==> src/rtl/pmod_stand_spi_solo_pkg.sv <==
// Shared types and byte constants for the PmodCLS SPI target and its byte receiver.
package pmod_stand_spi_solo_pkg;

   localparam int unsigned c_line_chars = 16;
   localparam int unsigned c_line_w     = 8 * c_line_chars;
   localparam int unsigned c_col_w      = 5;

   typedef logic [c_line_w-1:0] t_pmod_cls_ascii_line_16;

   typedef enum logic [2:0] {
      ST_TEXT,
      ST_ESC,
      ST_CSI,
      ST_ROW,
      ST_SEMI,
      ST_COL1,
      ST_COL2
   } t_pmod_cls_tgt_state;

   localparam logic [7:0] c_cls_esc   = 8'h1B;
   localparam logic [7:0] c_cls_csi   = 8'h5B;
   localparam logic [7:0] c_cls_clear = 8'h6A;
   localparam logic [7:0] c_cls_home  = 8'h48;
   localparam logic [7:0] c_cls_semi  = 8'h3B;
   localparam logic [7:0] c_cls_space = 8'h20;

   localparam t_pmod_cls_ascii_line_16 c_blank_line = {c_line_chars{c_cls_space}};

   function automatic logic is_printable(input logic [7:0] b);
      return (b >= 8'h20) && (b <= 8'h7E);
   endfunction

   function automatic logic is_digit(input logic [7:0] b);
      return (b >= 8'h30) && (b <= 8'h39);
   endfunction

   // Column 0 lives in the top byte of a line, so the LSB of column c is 8*(15-c).
   function automatic logic [6:0] col_lsb(input logic [3:0] col);
      return {~col, 3'b000};
   endfunction

   // Two-digit column accumulate; anything past 31 saturates, which is out of range anyway.
   function automatic logic [c_col_w-1:0] col_accum(input logic [c_col_w-1:0] tens,
                                                    input logic [3:0]         ones);
      logic [8:0] v;
      v = 9'(tens) * 9'd10 + 9'(ones);
      return (v > 9'd31) ? 5'd31 : v[4:0];
   endfunction

endpackage

==> src/rtl/pmod_cls_spi_target_if.sv <==
// Completed-byte stream from the SPI byte receiver to the command parser.
interface pmod_cls_spi_target_if;
   logic       byte_valid;
   logic [7:0] byte_data;

   modport master (output byte_valid, output byte_data);
   modport slave  (input  byte_valid, input  byte_data);
endinterface

==> src/rtl/spi_target_byte_rx.sv <==
// SPI mode-0 target byte receiver: input synchronizers, SCK edge detect, bit counter, shifter.
// PMOD_CLS_SPI_TARGET_ECHO_EN enables echoing the previously completed byte on CIPO.
module spi_target_byte_rx #(
   parameter int unsigned parm_sync_stages = 2
) (
   input  logic i_clk_40mhz,
   input  logic i_rstn_40mhz,
   input  logic ei_sck,
   input  logic ei_csn,
   input  logic ei_copi,
   output logic eo_cipo_o,
   output logic eo_cipo_t,
   pmod_cls_spi_target_if.master rx_if
);

   localparam int unsigned c_ss = parm_sync_stages;

   logic [c_ss-1:0] sck_sync_q,  sck_sync_d;
   logic [c_ss-1:0] csn_sync_q,  csn_sync_d;
   logic [c_ss-1:0] copi_sync_q, copi_sync_d;
   logic            sck_last_q,  sck_last_d;
   logic            armed_q,     armed_d;
   logic [2:0]      bit_cnt_q,   bit_cnt_d;
   logic [7:0]      shift_q,     shift_d;
   logic            byte_valid_q, byte_valid_d;
   logic [7:0]      byte_data_q,  byte_data_d;

   logic sck_s, csn_s, copi_s, sck_rise_c;

   assign sck_s      = sck_sync_q[c_ss-1];
   assign csn_s      = csn_sync_q[c_ss-1];
   assign copi_s     = copi_sync_q[c_ss-1];
   assign sck_rise_c = sck_s & ~sck_last_q;

   // Bits are only accepted after CSN has been seen high, so a reset released
   // mid-frame waits for the next frame to realign.
   always_comb begin
      sck_sync_d   = {sck_sync_q[c_ss-2:0],  ei_sck};
      csn_sync_d   = {csn_sync_q[c_ss-2:0],  ei_csn};
      copi_sync_d  = {copi_sync_q[c_ss-2:0], ei_copi};
      sck_last_d   = sck_s;
      armed_d      = armed_q;
      bit_cnt_d    = bit_cnt_q;
      shift_d      = shift_q;
      byte_valid_d = 1'b0;
      byte_data_d  = byte_data_q;
      if (csn_s) begin
         bit_cnt_d = 3'd0;
         armed_d   = 1'b1;
      end else if (armed_q && sck_rise_c) begin
         shift_d   = {shift_q[6:0], copi_s};
         bit_cnt_d = bit_cnt_q + 3'd1;
         if (bit_cnt_q == 3'd7) begin
            byte_valid_d = 1'b1;
            byte_data_d  = {shift_q[6:0], copi_s};
         end
      end
   end

   always_ff @(posedge i_clk_40mhz or negedge i_rstn_40mhz) begin
      if (!i_rstn_40mhz) begin
         sck_sync_q   <= '0;
         csn_sync_q   <= '0;
         copi_sync_q  <= '0;
         sck_last_q   <= 1'b0;
         armed_q      <= 1'b0;
         bit_cnt_q    <= 3'd0;
         shift_q      <= 8'h00;
         byte_valid_q <= 1'b0;
         byte_data_q  <= 8'h00;
      end else begin
         sck_sync_q   <= sck_sync_d;
         csn_sync_q   <= csn_sync_d;
         copi_sync_q  <= copi_sync_d;
         sck_last_q   <= sck_last_d;
         armed_q      <= armed_d;
         bit_cnt_q    <= bit_cnt_d;
         shift_q      <= shift_d;
         byte_valid_q <= byte_valid_d;
         byte_data_q  <= byte_data_d;
      end
   end

   assign rx_if.byte_valid = byte_valid_q;
   assign rx_if.byte_data  = byte_data_q;

`ifdef PMOD_CLS_SPI_TARGET_ECHO_EN
   logic       sck_fall_c;
   logic [7:0] tx_q,     tx_d;
   logic       cipo_t_q, cipo_t_d;

   assign sck_fall_c = ~sck_s & sck_last_q;

   // Idle: preload the last byte; in frame: reload at each byte boundary, else shift.
   always_comb begin
      tx_d     = tx_q;
      cipo_t_d = csn_s | ~armed_q;
      if (csn_s || !armed_q) begin
         tx_d = byte_data_q;
      end else if (sck_fall_c) begin
         tx_d = (bit_cnt_q == 3'd0) ? byte_data_q : {tx_q[6:0], 1'b0};
      end
   end

   always_ff @(posedge i_clk_40mhz or negedge i_rstn_40mhz) begin
      if (!i_rstn_40mhz) begin
         tx_q     <= 8'h00;
         cipo_t_q <= 1'b1;
      end else begin
         tx_q     <= tx_d;
         cipo_t_q <= cipo_t_d;
      end
   end

   assign eo_cipo_o = tx_q[7];
   assign eo_cipo_t = cipo_t_q;
`else
   assign eo_cipo_o = 1'b0;
   assign eo_cipo_t = 1'b1;
`endif

endmodule

==> src/rtl/pmod_cls_spi_target.sv <==
// PmodCLS-style SPI display target: byte receiver plus ESC[ command parser and two 16-char lines.
// PMOD_CLS_SPI_TARGET_ECHO_EN (in the byte receiver) enables CIPO echo.
module pmod_cls_spi_target
   import pmod_stand_spi_solo_pkg::*;
#(
   parameter int unsigned parm_sync_stages = 2
) (
   input  logic                    i_clk_40mhz,
   input  logic                    i_rstn_40mhz,
   input  logic                    ei_sck,
   input  logic                    ei_csn,
   input  logic                    ei_copi,
   output logic                    eo_cipo_o,
   output logic                    eo_cipo_t,
   output logic                    o_byte_valid,
   output logic [7:0]              o_byte_data,
   output t_pmod_cls_ascii_line_16 o_dat_ascii_line1,
   output t_pmod_cls_ascii_line_16 o_dat_ascii_line2,
   output logic                    o_display_cleared,
   output logic                    o_cmd_error,
   output logic                    o_col_overflow
);

   pmod_cls_spi_target_if rx_if ();

   spi_target_byte_rx #(
      .parm_sync_stages (parm_sync_stages)
   ) u_byte_rx (
      .i_clk_40mhz  (i_clk_40mhz),
      .i_rstn_40mhz (i_rstn_40mhz),
      .ei_sck       (ei_sck),
      .ei_csn       (ei_csn),
      .ei_copi      (ei_copi),
      .eo_cipo_o    (eo_cipo_o),
      .eo_cipo_t    (eo_cipo_t),
      .rx_if        (rx_if.master)
   );

   t_pmod_cls_tgt_state     state_q,   state_d;
   logic                    row_q,     row_d;
   logic [c_col_w-1:0]      col_q,     col_d;
   logic                    arg_row_q, arg_row_d;
   logic [c_col_w-1:0]      arg_col_q, arg_col_d;
   logic                    arg_two_q, arg_two_d;
   t_pmod_cls_ascii_line_16 line1_q,   line1_d;
   t_pmod_cls_ascii_line_16 line2_q,   line2_d;
   logic                    cleared_q, cleared_d;
   logic                    err_q,     err_d;
   logic                    ovf_q,     ovf_d;
   logic                    fail_c;
   logic [7:0]              b_c;

   assign b_c = rx_if.byte_data;

   // Parser: advances only on a completed byte; any fault returns to text mode.
   always_comb begin
      state_d   = state_q;
      row_d     = row_q;
      col_d     = col_q;
      arg_row_d = arg_row_q;
      arg_col_d = arg_col_q;
      arg_two_d = arg_two_q;
      line1_d   = line1_q;
      line2_d   = line2_q;
      cleared_d = 1'b0;
      err_d     = 1'b0;
      ovf_d     = 1'b0;
      fail_c    = 1'b0;
      if (rx_if.byte_valid) begin
         case (state_q)
            ST_TEXT: begin
               if (b_c == c_cls_esc) begin
                  state_d = ST_ESC;
               end else if (is_printable(b_c)) begin
                  if (!col_q[4]) begin
                     if (row_q) line2_d[col_lsb(col_q[3:0]) +: 8] = b_c;
                     else       line1_d[col_lsb(col_q[3:0]) +: 8] = b_c;
                     col_d = col_q + 5'd1;
                  end else begin
                     ovf_d = 1'b1;
                  end
               end else begin
                  err_d = 1'b1;
               end
            end
            ST_ESC: begin
               if (b_c == c_cls_csi) state_d = ST_CSI;
               else                  fail_c  = 1'b1;
            end
            ST_CSI: begin
               if (b_c == c_cls_clear) begin
                  line1_d   = c_blank_line;
                  line2_d   = c_blank_line;
                  row_d     = 1'b0;
                  col_d     = 5'd0;
                  cleared_d = 1'b1;
                  state_d   = ST_TEXT;
               end else if ((b_c == 8'h30) || (b_c == 8'h31)) begin
                  arg_row_d = b_c[0];
                  state_d   = ST_SEMI;
               end else begin
                  fail_c = 1'b1;
               end
            end
            ST_SEMI: begin
               if (b_c == c_cls_semi) state_d = ST_COL1;
               else                   fail_c  = 1'b1;
            end
            ST_COL1: begin
               if (is_digit(b_c)) begin
                  arg_col_d = 5'(b_c[3:0]);
                  arg_two_d = 1'b0;
                  state_d   = ST_COL2;
               end else begin
                  fail_c = 1'b1;
               end
            end
            ST_COL2: begin
               if (b_c == c_cls_home) begin
                  if (arg_col_q > 5'd15) begin
                     fail_c = 1'b1;
                  end else begin
                     row_d   = arg_row_q;
                     col_d   = arg_col_q;
                     state_d = ST_TEXT;
                  end
               end else if (is_digit(b_c) && !arg_two_q) begin
                  arg_col_d = col_accum(arg_col_q, b_c[3:0]);
                  arg_two_d = 1'b1;
               end else begin
                  fail_c = 1'b1;
               end
            end
            default: fail_c = 1'b1;
         endcase
         if (fail_c) begin
            err_d   = 1'b1;
            state_d = ST_TEXT;
         end
      end
   end

   always_ff @(posedge i_clk_40mhz or negedge i_rstn_40mhz) begin
      if (!i_rstn_40mhz) begin
         state_q   <= ST_TEXT;
         row_q     <= 1'b0;
         col_q     <= 5'd0;
         arg_row_q <= 1'b0;
         arg_col_q <= 5'd0;
         arg_two_q <= 1'b0;
         line1_q   <= c_blank_line;
         line2_q   <= c_blank_line;
         cleared_q <= 1'b0;
         err_q     <= 1'b0;
         ovf_q     <= 1'b0;
      end else begin
         state_q   <= state_d;
         row_q     <= row_d;
         col_q     <= col_d;
         arg_row_q <= arg_row_d;
         arg_col_q <= arg_col_d;
         arg_two_q <= arg_two_d;
         line1_q   <= line1_d;
         line2_q   <= line2_d;
         cleared_q <= cleared_d;
         err_q     <= err_d;
         ovf_q     <= ovf_d;
      end
   end

   assign o_byte_valid      = rx_if.byte_valid;
   assign o_byte_data       = rx_if.byte_data;
   assign o_dat_ascii_line1 = line1_q;
   assign o_dat_ascii_line2 = line2_q;
   assign o_display_cleared = cleared_q;
   assign o_cmd_error       = err_q;
   assign o_col_overflow    = ovf_q;

endmodule
==> config.mk <==
export PLATFORM = sky130hd
export DESIGN_NAME = pmod_cls_spi_target
export DESIGN_NICKNAME = d
export VERILOG_FILES = /design/src/rtl/pmod_stand_spi_solo_pkg.sv /design/src/rtl/pmod_cls_spi_target_if.sv /design/src/rtl/spi_target_byte_rx.sv /design/src/rtl/pmod_cls_spi_target.sv
export SDC_FILE = /design/constraint.sdc
export NUM_CORES = 1
export LEC_CHECK = 0
export CAP_MARGIN = 15
export CORE_MARGIN = 2
export CORE_UTILIZATION = 45
export DETAILED_ROUTE_END_ITERATION = 8
export GPL_ROUTABILITY_DRIVEN = 1
export PLACE_DENSITY = 0.81
export SETUP_SLACK_MARGIN = 0.15
export SYNTH_ARGS = -nofsm -noshare
export SYNTH_HDL_FRONTEND = slang
export SYNTH_SLANG_ARGS = --single-unit
==> constraint.sdc <==
create_clock -name i_clk_40mhz -period 2.6 [get_ports i_clk_40mhz]
set_input_delay 0.39 -clock i_clk_40mhz [delete_from_list [all_inputs] [get_ports i_clk_40mhz]]
set_output_delay 0.39 -clock i_clk_40mhz [all_outputs]
set_load 0.01 [all_outputs]
After elaboration in Yosys (flattened, before gate mapping) --
Cells that the tools add are included. Widths: inputs -> output; s select.
Storage, ports and cells: bits in registers 302, input port bits 5
Cells by class: $add $sub $neg 4, multiply operators 1, $lt $le $gt $ge 6, equality and inequality tests 31, shift-type cells 2, mux-type cells 71, bitwise gates (word level) 5, reduce and logical (&&, ||, !) cells 23
Operators with widths (number):
- $mux 128 | 9
- $pmux 128 s2 | 2
- $bwmux 128 | 2
- $shift 8x9->128 const A | 1
- $shiftx 8x9->128 | 1
- $mux 5 | 10
- $mux 3 | 11
- $mux 1 | 31
- $eq 8x6->1 const B | 3
- $eq 8x7->1 const B | 3
- $ne 2x2->1 const B | 11
- $reduce_and 7->1 | 3
- $ne 3x3->1 const B | 6
- $pmux 3 s6 | 1
- $ge 8x6->1 const B | 2
- $pmux 5 s3 | 1
- $eq 3x3->1 const B | 4
- $pmux 5 s2 | 1
- $reduce_and 5->1 | 2
- $add 9x4->9 | 1
- $gt 9x5->1 const B | 1
- $neg 7->9 | 1
- $reduce_and 9->1 | 1
- $eq 8x5->1 const B | 1
- 25 further kinds | 34

Depth between registers and ports, before layout --
depth in word-level cells 9, mapped depth 9

Cells and area by module --
From an unflattened synthesis, not the netlist that was laid out.
Second synthesis, totals: cell total of the unflattened synthesis 926, area total of the unflattened synthesis 12493.2 um^2
Modules (own cells, without submodules):
- pmod_cls_spi_target | times used 1, cells each 866, area an instance 11469.8 um^2, sequential area each 6921.6 um^2
- spi_target_byte_rx | times used 1, cells each 60, area an instance 1023.5 um^2, sequential area each 675.6 um^2

Worst setup path before layout --
OpenSTA, ideal clock, no wires.
path kind flip-flop to flip-flop, start register arg_col_q[1], end register arg_col_q[0], setup time 0.132 ns, arrival 2.164 ns, data required time 2.468 ns, setup slack 0.304 ns, cell stages (with the launch flop) 9, period minus slack after synthesis 2.296 ns, cell sequence dfrtp_1 ha_1 ha_1 fa_1 or2_2 o21ai_0 o2111ai_1 a211oi_1 a21oi_1
Between the ends: word-level cells in the longest chain between the ends 7
RTL lines:
- from (decl) | line pmod_cls_spi_target.sv:43 | logic [c_col_w-1:0] arg_col_q, arg_col_d;
- from (signal assigned) | line pmod_cls_spi_target.sv:161 | arg_col_q <= arg_col_d;
- $mul 5x3->8 | line pmod_stand_spi_solo_pkg.sv:46 | v = 9'(tens) * 9'd10 + 9'(ones);
- $add 9x4->9 | line pmod_stand_spi_solo_pkg.sv:46
- $gt 9x5->1 | line pmod_stand_spi_solo_pkg.sv:47 | return (v > 9'd31) ? 5'd31 : v[4:0];
- $mux 5 | line pmod_stand_spi_solo_pkg.sv:47
- $mux 5 | line pmod_cls_spi_target.sv:127 | end else if (is_digit(b_c) && !arg_two_q) begin
- $mux 5 | line pmod_cls_spi_target.sv:119 | if (b_c == c_cls_home) begin
- $pmux 5 s2 | line pmod_cls_spi_target.sv:70 | case (state_q)
Every way passes these cells. The select of a mux whose other input is x is not followed. A chain may end at the register's enable or synchronous reset.

Final worst setup path --
start register u_byte_rx.byte_data_q[1], in the netlist u_byte_rx.rx_if.byte_data[1], end register line1_q[67], in the netlist o_dat_ascii_line1[67]
Between the ends: word-level cells in the longest chain between the ends 7, elaborated cells on any way between the ends 16
RTL lines:
- from (decl) | line spi_target_byte_rx.sv:26 | logic [7:0] byte_data_q, byte_data_d;
- from (signal assigned) | line spi_target_byte_rx.sv:80 | byte_data_q <= byte_data_d;
- $shiftx 8x9->128 | line pmod_cls_spi_target.sv:77 | else line1_d[col_lsb(col_q[3:0]) +: 8] = b_c;
- $bwmux 128 | line pmod_cls_spi_target.sv:77
- $mux 128 | line pmod_cls_spi_target.sv:76 | if (row_q) line2_d[col_lsb(col_q[3:0]) +: 8] = b_c;
- $mux 128 | line pmod_cls_spi_target.sv:75 | if (!col_q[4]) begin
- $mux 128 | line pmod_cls_spi_target.sv:74 | end else if (is_printable(b_c)) begin
- $mux 128 | line pmod_cls_spi_target.sv:72 | if (b_c == c_cls_esc) begin
- $pmux 128 s2 | line pmod_cls_spi_target.sv:70
- to (signal assigned) | line pmod_cls_spi_target.sv:151 | line1_q <= c_blank_line;
- to (signal assigned) | line pmod_cls_spi_target.sv:163 | line1_q <= line1_d;
- to (decl) | line pmod_cls_spi_target.sv:45 | t_pmod_cls_ascii_line_16 line1_q, line1_d;
Several ways; a longest one is shown, not always the timed one. The select of a mux whose other input is x is not followed.

==> metrics.txt <==
status finished, final reports clean; reg-to-reg critical path endpoint o_dat_ascii_line1[67]; ranking of synthesized cells by area dfrtp_1 (55%), a22o_1 (8.7%), dfstp_2 (6.9%), a32o_1 (3.9%), mux2_2 (3.0%); syn_area_per_cell 12.9 um2; DPL Wire Length 25.5 mm; hold path cells 1; Sink Count 302; HP Class primary input to register; fin nets 1271; cell internal pwr approximately 7.6 mW; non-filler cells, final ~1600; Seq cells post-synth between 300 and 400; die height ~170 um; highest-count cells in the layout ignoring fill and taps clkdlybuf4s50_1 (271), dfrtp_1 (268), a22o_1 (121); Total Wirelength around 36 mm; GR Util All Layers roughly a quarter; min cycle time layout around 2.4 ns; share of the synthesized area in the top cell type around 55%; initial antenna violation count 0; largest net degree at the start of global routing 84; max-slew violations 0; critical path peak fanout 7; Critical Path End Type register; measured slew at the worst slew-check pin about 0.74 ns; Core Region between 20000 and 30000 um2; setup TNS 0 ns; CTS Buf Count 31; io pins approximately 280; Initial Utilization between 40 and 50%; post-synth top area cell dfrtp_1; Final Hold Fails 0; first-pass GRT wire length approximately 57 mm; CP Buf/Inv Count 1; RSZ-0062 raised after global routing true; sequential-to-total area share from yosys stat ~62%; Leakage about 7.4 nW; Critical Path Start Type register; Max Freq around 0.42 GHz; htree depth 1; layout cell share with drive strength beyond 1 a little under a fifth; Min-Delay Endpoint u_byte_rx.sck_sync_q[0]; CP peak stage delay roughly 0.5 ns; Final Cycle Share 92.3%; syn nets between 900 and 1000; clock transition at the registers of the reported paths around 0.060 ns; P_sw a little under 2 mW; Flop pwr share between 50 and 60%; FF+latch area approximately 7600 um2; EDFF count, synth 0; root buffer cell clkbuf_16; Placer Congestion slightly above 0.9; Cell Area, Synth ~12000 um2; Max IR drop VDD between 0.4 and 0.5 mV; Worst Path Arrival roughly 2.9 ns; die footprint 28400 um2; final setup fails 0; total congestion overflow 0; asr flop ratio synth 100%; Bufs on Longest Clock Path 3; chip width between 150 and 200 um; CTS tree yes; initial DRC count about 850; Synth Warn # 0; post-synthesis cell type count 60; Clock Skews between 0.02 and 0.025 ns; Worst path slowest cell dfrtp_1; Clk network pwr share between 40% and 50%; CP required ~3.1 ns; ant diodes 0; normalized max-slew margin between 50% and 60%; IO Port Bufs approximately 270; Post-Place Cell Area roughly 16000 um2; vias in the first global route 9691; Gate power share under 10%; Switching Fraction around a fifth; DR WL/cell around 22 um; R2R setup slack 0.20 ns; Fill cells ~2000; DRC Markers 0; Rows 60; detailed-route vias per instance ~6; HP Start ei_sck; area grow syn2layout 37.6%; commonest non-fill, non-tap cell in the layout clkdlybuf4s50_1; Power, Total between 9 and 10 mW; number of placed instances, taps included 1553; footprint of the multi-input gates about 4500 um2; Reg2Reg Launch Point u_byte_rx.rx_if.byte_data[1]; Top delay family on crit path compound AO/OA/AOI/OAI gates; Power Dens Cells between 500 and 600 nW/um2; most common flop cell mapped by yosys dfrtp_1; Final Instance Area 16800 um2; CP Depth 6; Max Cap Viol 0; Worst Reg-to-Reg Cells 6; detailed-route via count roughly 9700; Mapped Cells approximately 950; critical path, cell by cell buf_4 > nand4b_1 > o21ai_4 > o2111ai_2 > nor2_1 > a22o_1; final antenna-violating net count 0; Setup CP Type register to register; TritonRoute pass-1 iters 5; Min Hold Slack roughly 0.28 ns; Skew-Pair Late Insertion Delay 0.57 ns
## registers in the layout (all words and copies together), names as in the netlist
name and cells:
o_dat_ascii_line1 128, o_dat_ascii_line2 128, u_byte_rx.rx_if.byte_data 8, u_byte_rx.shift_q 7, arg_col_q 5, col_q 5, state_q 3, u_byte_rx.bit_cnt_q 3
u_byte_rx.copi_sync_q 2, u_byte_rx.csn_sync_q 2, u_byte_rx.sck_sync_q 2, arg_row_q 1, arg_two_q 1, o_cmd_error 1, o_col_overflow 1, o_display_cleared 1
row_q 1, u_byte_rx.armed_q 1, u_byte_rx.rx_if.byte_valid 1, u_byte_rx.sck_last_q 1
## cells in the mapped netlist, drive strengths merged (4+ instances only)
cell type and count:
dfrtp 270, a22o 121, nand2 74, a32o 48, and2 42, clkbuf 42
nor2 39, a21oi 34, dfstp 32, mux2 32, o2bb2ai 25, o21ai 23
nor3 15, ha 14, buf 10, nand2b 8, inv 7, nor2b 7
o21a 7, o31ai 7, or2 7, a31oi 6, a22oi 5, nand3 5
nand4 5, nand4b 5, a21o 4, mux2i 4
## worst max-delay path by stage
stage	startpoint	endpoint	slack (ns)
finish	u_byte_rx.rx_if.byte_data[1]	o_dat_ascii_line1[67]	0.20
global route	col_q[0]	o_dat_ascii_line1[61]	0.09
CTS	u_byte_rx.rx_if.byte_data[6]	o_dat_ascii_line2[75]	0.13
detailed placement	arg_col_q[3]	arg_col_q[3]	0.04
global placement	arg_col_q[3]	arg_col_q[3]	0.06
floorplan	arg_col_q[1]	arg_col_q[0]	0.30
## power groups by stage
stage | registers, mW | logic (mW) | clock network (mW)
2_1_floorplan | 4.86 | 0.0504 | 0
3_3_place_gp | 4.87 | 0.165 | 0
3_5_place_dp | 4.87 | 0.172 | 0
4_1_cts | 4.78 | 0.174 | 4.64
5_1_grt | 4.79 | 0.191 | 4.84
6_report | 4.78 | 0.167 | 4.58
## through the flow
stage / util [%] / setup slack, ns
4_1_cts: 62.1 / 0.130
6_report: 62.6 / 0.201
3_3_place_gp: 57.9 / 0.0630
3_5_place_dp: 58.0 / 0.0418
5_1_grt: 62.6 / 0.0947
2_1_floorplan: - / 0.304
## layout make-up
class / count / share of cell area [%]
sequential: 302 / 45.3
timing repair buffer: 322 / 19.0
clock inverter: 12 / 0.865
clock buffer: 46 / 5.50
inverter: 7 / 0.157
tap: 341 / 2.54
multi-input combinational: 586 / 26.7
## repair_timing
item | 4_1_cts | 5_1_grt
hold endpoints to repair | 64 | 0
gates resized for setup | 5 | 35
buffers inserted | 0 | 3
setup endpoints to repair | 84 | 236
pin swaps | 2 | 4
hold buffers | 1 | 0
## per-layer routing
metal	share of wire, %	track usage (%)
met5	0	0
met4	2.8	8.32
met3	7.8	5.05
met2	48	41.0
met1	41	34.0
## logic make-up (layout without fill, tap and decap cells)
group,Yosys count,count (layout),synth area share (%)
flip-flops,302,302,62.3
AND/OR/NAND/NOR,231,231,10.5
XOR/XNOR,5,5,0.359
adder cells (fa/ha/maj),16,16,1.76
buffers and inverters,59,387,2.03
AO/OA/AOI/OAI,296,296,19.8
multiplexers,36,36,3.28
other,2,2,0.0616
Power figures use the tool's default switching activity.
